**config.mk**
```make
export PLATFORM = sky130hd
export DESIGN_NAME = cpu_seq_flat
export DESIGN_NICKNAME = d
export VERILOG_FILES = /design/src/rtl/cpu_seq_if.sv /design/src/rtl/cpu_seq.sv /design/src/flat_wrapper.sv
export SDC_FILE = /design/constraint.sdc
export NUM_CORES = 1
export LEC_CHECK = 0
export CAP_MARGIN = 20
export CORE_AREA = 2 2 60 48
export CTS_CLUSTER_SIZE = 20
export DETAILED_ROUTE_END_ITERATION = 16
export DIE_AREA = 0 0 62 50
export PLACE_DENSITY = 0.76
export SETUP_SLACK_MARGIN = 0.3
export SLEW_MARGIN = 20
export SYNTH_ARGS = -nofsm -noshare
export SYNTH_HDL_FRONTEND = slang
export SYNTH_SLANG_ARGS = --single-unit
```
**constraint.sdc**
```tcl
create_clock -name clk -period 2.2 [get_ports clk]
set_input_delay 0.22 -clock clk [delete_from_list [all_inputs] [get_ports clk]]
set_output_delay 0.22 -clock clk [all_outputs]
set_load 0.1 [all_outputs]
```
**src/rtl/cpu_seq_if.sv**
```systemverilog
// ============================================================================
// Module      : cpu_seq_if
// Description : Control/status bundle between the 4-bit CPU sequencer and its
//               ROM/PC/ALU/register datapath.
// Revision    : 1.0
// ============================================================================
`default_nettype none

interface cpu_seq_if;
    logic       run;
    logic [7:0] instr;
    logic       alu_z;
    logic       alu_c;
    logic       pc_clr;
    logic       pc_inc;
    logic       pc_load;
    logic [3:0] imm;
    logic       a_load;
    logic       a_src;
    logic       b_load;
    logic [1:0] alu_op;
    logic       out_load;
    logic       halted;
    logic       illegal;

    // Sequencer side
    modport master (
        input  run, instr, alu_z, alu_c,
        output pc_clr, pc_inc, pc_load, imm, a_load, a_src, b_load,
               alu_op, out_load, halted, illegal
    );

    // Datapath side
    modport slave (
        output run, instr, alu_z, alu_c,
        input  pc_clr, pc_inc, pc_load, imm, a_load, a_src, b_load,
               alu_op, out_load, halted, illegal
    );
endinterface

`default_nettype wire

```
**src/rtl/cpu_seq.sv**
```systemverilog
// ============================================================================
// Module      : cpu_seq
// Description : Multi-cycle FETCH/DECODE/EXEC/UPDATE sequencer holding IR and
//               Z/C flags; drives PC, register-load and ALU control strobes.
// Revision    : 1.0
// ============================================================================
`default_nettype none

module cpu_seq (
    input  logic       clk,
    input  logic       rst_n,
    cpu_seq_if.master  bus_if
);

    typedef enum logic [2:0] {
        S_IDLE   = 3'd0,
        S_FETCH  = 3'd1,
        S_DECODE = 3'd2,
        S_EXEC   = 3'd3,
        S_UPDATE = 3'd4,
        S_HALT   = 3'd5
    } state_e;

    localparam logic [3:0] c_OP_LDA = 4'h1;
    localparam logic [3:0] c_OP_LDB = 4'h2;
    localparam logic [3:0] c_OP_ADD = 4'h3;
    localparam logic [3:0] c_OP_SUB = 4'h4;
    localparam logic [3:0] c_OP_AND = 4'h5;
    localparam logic [3:0] c_OP_OR  = 4'h6;
    localparam logic [3:0] c_OP_OUT = 4'h7;
    localparam logic [3:0] c_OP_JMP = 4'h8;
    localparam logic [3:0] c_OP_JZ  = 4'h9;
    localparam logic [3:0] c_OP_JC  = 4'hA;
    localparam logic [3:0] c_OP_HLT = 4'hF;

    state_e     state_q, state_d;
    logic [7:0] ir_q, ir_d;
    logic       z_q, z_d;
    logic       c_q, c_d;

    logic       pc_clr_q,   pc_clr_d;
    logic       pc_inc_q,   pc_inc_d;
    logic       pc_load_q,  pc_load_d;
    logic       a_load_q,   a_load_d;
    logic       a_src_q,    a_src_d;
    logic       b_load_q,   b_load_d;
    logic [1:0] alu_op_q,   alu_op_d;
    logic       out_load_q, out_load_d;
    logic       halted_q,   halted_d;
    logic       illegal_q,  illegal_d;

    logic [3:0] op_q;
    logic [3:0] op_d;
    logic       is_alu_q;
    logic       taken_d;

    assign op_q     = ir_q[7:4];
    assign op_d     = ir_d[7:4];
    assign is_alu_q = (op_q >= c_OP_ADD) && (op_q <= c_OP_OR);

    // Next state, IR and flags
    always_comb begin
        state_d = state_q;
        ir_d    = ir_q;
        z_d     = z_q;
        c_d     = c_q;
        case (state_q)
            S_IDLE:   if (bus_if.run) state_d = S_FETCH;
            S_FETCH: begin
                ir_d    = bus_if.instr;
                state_d = S_DECODE;
            end
            S_DECODE: state_d = S_EXEC;
            S_EXEC: begin
                state_d = (op_q == c_OP_HLT) ? S_HALT : S_UPDATE;
                if (is_alu_q) begin
                    z_d = bus_if.alu_z;
                    c_d = ((op_q == c_OP_ADD) || (op_q == c_OP_SUB)) ? bus_if.alu_c : 1'b0;
                end
            end
            S_UPDATE: state_d = bus_if.run ? S_FETCH : S_IDLE;
            S_HALT:   if (!bus_if.run) state_d = S_IDLE;
            default:  state_d = S_IDLE;
        endcase
    end

    // Strobes are decoded from the upcoming state so they register in step with it
    always_comb begin
        pc_clr_d   = (state_d == S_IDLE);
        halted_d   = (state_d == S_HALT);
        pc_inc_d   = 1'b0;
        pc_load_d  = 1'b0;
        a_load_d   = 1'b0;
        a_src_d    = 1'b0;
        b_load_d   = 1'b0;
        alu_op_d   = 2'b00;
        out_load_d = 1'b0;
        illegal_d  = 1'b0;
        taken_d    = (op_d == c_OP_JMP) ||
                     ((op_d == c_OP_JZ) && z_d) ||
                     ((op_d == c_OP_JC) && c_d);
        if (state_d == S_EXEC) begin
            case (op_d)
                c_OP_LDA: begin a_load_d = 1'b1; a_src_d = 1'b1; end
                c_OP_LDB: b_load_d = 1'b1;
                c_OP_ADD: begin a_load_d = 1'b1; alu_op_d = 2'b00; end
                c_OP_SUB: begin a_load_d = 1'b1; alu_op_d = 2'b01; end
                c_OP_AND: begin a_load_d = 1'b1; alu_op_d = 2'b10; end
                c_OP_OR:  begin a_load_d = 1'b1; alu_op_d = 2'b11; end
                c_OP_OUT: out_load_d = 1'b1;
                default:  illegal_d = (op_d >= 4'hB) && (op_d <= 4'hE);
            endcase
        end
        if (state_d == S_UPDATE) begin
            pc_load_d = taken_d;
            pc_inc_d  = !taken_d;
        end
    end

    always_ff @(posedge clk or negedge rst_n) begin
        if (!rst_n) begin
            state_q    <= S_IDLE;
            ir_q       <= 8'h00;
            z_q        <= 1'b0;
            c_q        <= 1'b0;
            pc_clr_q   <= 1'b1;
            pc_inc_q   <= 1'b0;
            pc_load_q  <= 1'b0;
            a_load_q   <= 1'b0;
            a_src_q    <= 1'b0;
            b_load_q   <= 1'b0;
            alu_op_q   <= 2'b00;
            out_load_q <= 1'b0;
            halted_q   <= 1'b0;
            illegal_q  <= 1'b0;
        end else begin
            state_q    <= state_d;
            ir_q       <= ir_d;
            z_q        <= z_d;
            c_q        <= c_d;
            pc_clr_q   <= pc_clr_d;
            pc_inc_q   <= pc_inc_d;
            pc_load_q  <= pc_load_d;
            a_load_q   <= a_load_d;
            a_src_q    <= a_src_d;
            b_load_q   <= b_load_d;
            alu_op_q   <= alu_op_d;
            out_load_q <= out_load_d;
            halted_q   <= halted_d;
            illegal_q  <= illegal_d;
        end
    end

    assign bus_if.pc_clr   = pc_clr_q;
    assign bus_if.pc_inc   = pc_inc_q;
    assign bus_if.pc_load  = pc_load_q;
    assign bus_if.imm      = ir_q[3:0];
    assign bus_if.a_load   = a_load_q;
    assign bus_if.a_src    = a_src_q;
    assign bus_if.b_load   = b_load_q;
    assign bus_if.alu_op   = alu_op_q;
    assign bus_if.out_load = out_load_q;
    assign bus_if.halted   = halted_q;
    assign bus_if.illegal  = illegal_q;

endmodule

`default_nettype wire

```
**src/flat_wrapper.sv**
```systemverilog
// flat-port wrapper written by rule: the top's interface ports become plain ports
module cpu_seq_flat 
  (clk, rst_n, bus_if_run, bus_if_instr, bus_if_alu_z, bus_if_alu_c, bus_if_pc_clr, bus_if_pc_inc, bus_if_pc_load, bus_if_imm, bus_if_a_load, bus_if_a_src, bus_if_b_load, bus_if_alu_op, bus_if_out_load, bus_if_halted, bus_if_illegal);
  cpu_seq_if bus_if_i ();
  input  logic clk;
  input  logic rst_n;
  input wire logic [$bits(bus_if_i.run)-1:0] bus_if_run;
  input wire logic [$bits(bus_if_i.instr)-1:0] bus_if_instr;
  input wire logic [$bits(bus_if_i.alu_z)-1:0] bus_if_alu_z;
  input wire logic [$bits(bus_if_i.alu_c)-1:0] bus_if_alu_c;
  output wire logic [$bits(bus_if_i.pc_clr)-1:0] bus_if_pc_clr;
  output wire logic [$bits(bus_if_i.pc_inc)-1:0] bus_if_pc_inc;
  output wire logic [$bits(bus_if_i.pc_load)-1:0] bus_if_pc_load;
  output wire logic [$bits(bus_if_i.imm)-1:0] bus_if_imm;
  output wire logic [$bits(bus_if_i.a_load)-1:0] bus_if_a_load;
  output wire logic [$bits(bus_if_i.a_src)-1:0] bus_if_a_src;
  output wire logic [$bits(bus_if_i.b_load)-1:0] bus_if_b_load;
  output wire logic [$bits(bus_if_i.alu_op)-1:0] bus_if_alu_op;
  output wire logic [$bits(bus_if_i.out_load)-1:0] bus_if_out_load;
  output wire logic [$bits(bus_if_i.halted)-1:0] bus_if_halted;
  output wire logic [$bits(bus_if_i.illegal)-1:0] bus_if_illegal;
  assign bus_if_i.run = bus_if_run;
  assign bus_if_i.instr = bus_if_instr;
  assign bus_if_i.alu_z = bus_if_alu_z;
  assign bus_if_i.alu_c = bus_if_alu_c;
  assign bus_if_pc_clr = bus_if_i.pc_clr;
  assign bus_if_pc_inc = bus_if_i.pc_inc;
  assign bus_if_pc_load = bus_if_i.pc_load;
  assign bus_if_imm = bus_if_i.imm;
  assign bus_if_a_load = bus_if_i.a_load;
  assign bus_if_a_src = bus_if_i.a_src;
  assign bus_if_b_load = bus_if_i.b_load;
  assign bus_if_alu_op = bus_if_i.alu_op;
  assign bus_if_out_load = bus_if_i.out_load;
  assign bus_if_halted = bus_if_i.halted;
  assign bus_if_illegal = bus_if_i.illegal;
  cpu_seq u_core (.clk(clk), .rst_n(rst_n), .bus_if(bus_if_i));
endmodule
```
==> results_dict.tcl <==
set metrics [dict create \
    finClkSkew_ns 0.00243 \
    period_share_pct 84.8 \
    dominantRegCellSynth "dfrtp_1" \
    wl_met3_um 173 \
    synthToLayoutAreaGrowth_pct 32.6 \
    pin_count 28 \
    start_util_pct 46.3 \
    slew_violations 0 \
    num_vias 920 \
    dr.pass1.iters 4 \
    numCtsBuffers 3 \
    wl_um 2480 \
    htree_levels 1 \
    met2_length_um 1240 \
    worstPathRequired_ns 2.43 \
    drive_above_1_share_pct 32.4 \
    viasPerCell 5.26 \
    core_area_um2 2500 \
    clockRootBuffer "clkbuf_4" \
    fmax_mhz 536 \
    grt_use_total_pct 17.5 \
    relSlewSlack_pct 69.8 \
    netlist_area_um2 1160 \
    synth_top_area_share_pct 49.7 \
    path_class "flop to flop" \
    maxCapViolCount 0 \
    yosys_warnings 0 \
    design_area_um2 1540 \
    die_w_um 62 \
    clockBufferDepth 2 \
    synth_area_leaders "dfrtp_1, mux2_2, buf_4" \
    fin_nets 153 \
    highest_layer "met4" \
    cp_num_buf_inv 1 \
    io_buffers 27 \
    antennaDiodeCount 0 \
    first_iter_violations 27 \
    crit_cells 5 \
    rows 16 \
    drc 0 \
    rsz0062_at_grt "yes" \
    cpPeakStageDelay_ns 0.55 \
    setup_violations 0 \
    reg2reg_to "u_core.bus_if.pc_load$_DFF_PN0_" \
    crit_family "simple AND/OR/NAND/NOR gates" \
    postSynthCellCount 105 \
    antenna_found_initial 0 \
    reg2reg_from "u_core.state_q[2]$_DFF_PN0_" \
    crit_path_top_delay_cell "or4b_4" \
    grt_pass1_wl_um 3950 \
    synth_cell_types 38 \
    overflow 0 \
    grt_pass1_vias 888 \
    dp_hpwl_um 1810 \
    worstSetupEndpointType "flop" \
    min_period_ns 1.87 \
    dpl_cell_area_um2 1400 \
    synth_seq_cells 24 \
    routedWlPerCell_um 14.2 \
    finalHoldViolCount 0 \
    die_h_um 50 \
    critPathLaunch "u_core.state_q[2]$_DFF_PN0_" \
    ys_seq_area_share_pct 51.9 \
    cp_cell_sequence "nor3b_4 -> buf_4 -> mux2i_1 -> or4b_4 -> and3_1" \
    critPathLaunchType "flop" \
    wirelength_met1_um 1030 \
    crit_end "u_core.bus_if.pc_load$_DFF_PN0_" \
    synth_top_area_cell "dfrtp_1" \
    synth-edff-count 0 \
    async_reset_ff_share_pct 100 \
    grt_max_degree 16 \
    clkSlewWorstSetupHoldPaths_ns 0.13 \
    die-area_um2 3100 \
    worstMarginPinSlew_ns 0.447 \
    arrival_ns 2.10 \
    detail-route-antenna-nets 0 \
    cp_max_fo 8 \
    reg2reg_slack_ns 0.33 \
    cts_tree "yes" \
    setup_tns_ns 0 \
    insertion_delay_ns 0.32 \
    status "finished clean" \
    syn_nets 118 \
    cts_sinks 24 \
    rr_worst_depth 5 \
    syn-mean-instance-area_um2 11.0 \
    gp_congestion 0.815 \
    hp-class "primary input to async pin" \
]
[routing by layer]
| metal | up-vias | global-route usage, % |
|---|---|---|
| met5 | - | 0 |
| met4 | 0 | 3.90 |
| met3 | 6 | 6.30 |
| met2 | 28 | 29.7 |
| met1 | 451 | 20.7 |
| li1 | 435 | - |
[layout make-up]
type / instances / area (um^2)
timing repair buffer: 38 / 323
sequential: 24 / 603
fill: 222 / 966
clock inverter: 1 / 30.0
clock buffer: 3 / 22.5
inverter: 5 / 18.8
multi-input combinational: 68 / 494
tap: 36 / 45.0
[worst reg2reg max path: stages (launching register included)]
cell	delay, ns
dfrtp_2	0.49
nor3b_4	0.30
buf_4	0.17
mux2i_1	0.10
or4b_4	0.55
and3_1	0.16
[sequential cells by signal, summed over array words and instances, names as in the netlist]
signal                  count
u_core.ir_q                 8
u_core.state_q              3
u_core.bus_if.alu_op        2
u_core.bus_if.a_load        1
u_core.bus_if.a_src         1
u_core.bus_if.b_load        1
u_core.bus_if.halted        1
u_core.bus_if.illegal       1
u_core.bus_if.out_load      1
u_core.bus_if.pc_clr        1
u_core.bus_if.pc_inc        1
u_core.bus_if.pc_load       1
u_core.c_q                  1
u_core.z_q                  1
[layout by cell type, fill, tap and decap left out, drive strengths merged, types with 5 or more instances in the layout]
master,n
nand2,10
clkdlybuf4s50,12
mux2,5
buf,26
dfrtp,23
inv,5
nor2,8
[cells in the mapped netlist (2+ instances only)]
master and instances:
a21boi_0 3, buf_6 2, nor2_1 8, nand2_1 10, buf_4 5, o21ai_0 3
nor2b_1 2, o21a_1 3, inv_1 5, mux2_2 5, nand2b_1 3, o211ai_1 2
a21oi_1 2, dfrtp_1 23, mux2i_1 3, nand3_1 2, and3_1 2, nand4_1 2
[timing repair]
action	in CTS	in global routing
pin swaps	0	4
endpoints found under the setup margin	2	3
gates cloned	0	0
buffers inserted	1	6
hold buffers	0	0
gates resized for setup	2	5
[logic make-up (layout without fill, tap and decap cells)]
family | Yosys count | in the layout | share of synthesized area (%)
and+or+nand+nor | 40 | 40 | 20.2
DFF | 24 | 24 | 51.9
AOI/OAI and AO/OA | 19 | 19 | 12.5
buffers and inverters | 13 | 47 | 7.13
muxes | 8 | 8 | 7.45
xor gates and xnor gates | 1 | 1 | 0.756
[how the worst min path moves through the flow]
stage,cells past startpoint,to,slack (ns),from
after floorplan,0,u_core.bus_if.a_load$_DFF_PN0_,-0.08,rst_n
after global placement,1,u_core.ir_q[0]$_DFFE_PN0N_,0.49,u_core.ir_q[0]$_DFFE_PN0N_
after detailed placement,1,u_core.ir_q[2]$_DFFE_PN0N_,0.50,u_core.ir_q[2]$_DFFE_PN0N_
after CTS,1,u_core.ir_q[3]$_DFFE_PN0N_,0.21,rst_n
after global routing,1,u_core.state_q[0]$_DFF_PN0_,0.20,rst_n
final,1,u_core.ir_q[3]$_DFFE_PN0N_,0.19,rst_n
[stage by stage]
| stage | std cells | setup slack (ns) | hold WS [ns] | util (%) |
|---|---|---|---|---|
| floorplan | 105 | 0.469 | -0.0756 | - |
| global placement | 164 | 0.378 | 0.491 | 56.1 |
| detailed placement | 164 | 0.263 | 0.498 | 56.1 |
| CTS | 169 | 0.311 | 0.207 | 58.8 |
| global route | 175 | 0.278 | 0.201 | 61.4 |
| finish | 175 | 0.333 | 0.193 | 61.4 |
Power is left out: the tool's default activity adds up to more than one toggle a clock period on the data nets, which glitch-free logic cannot reach.
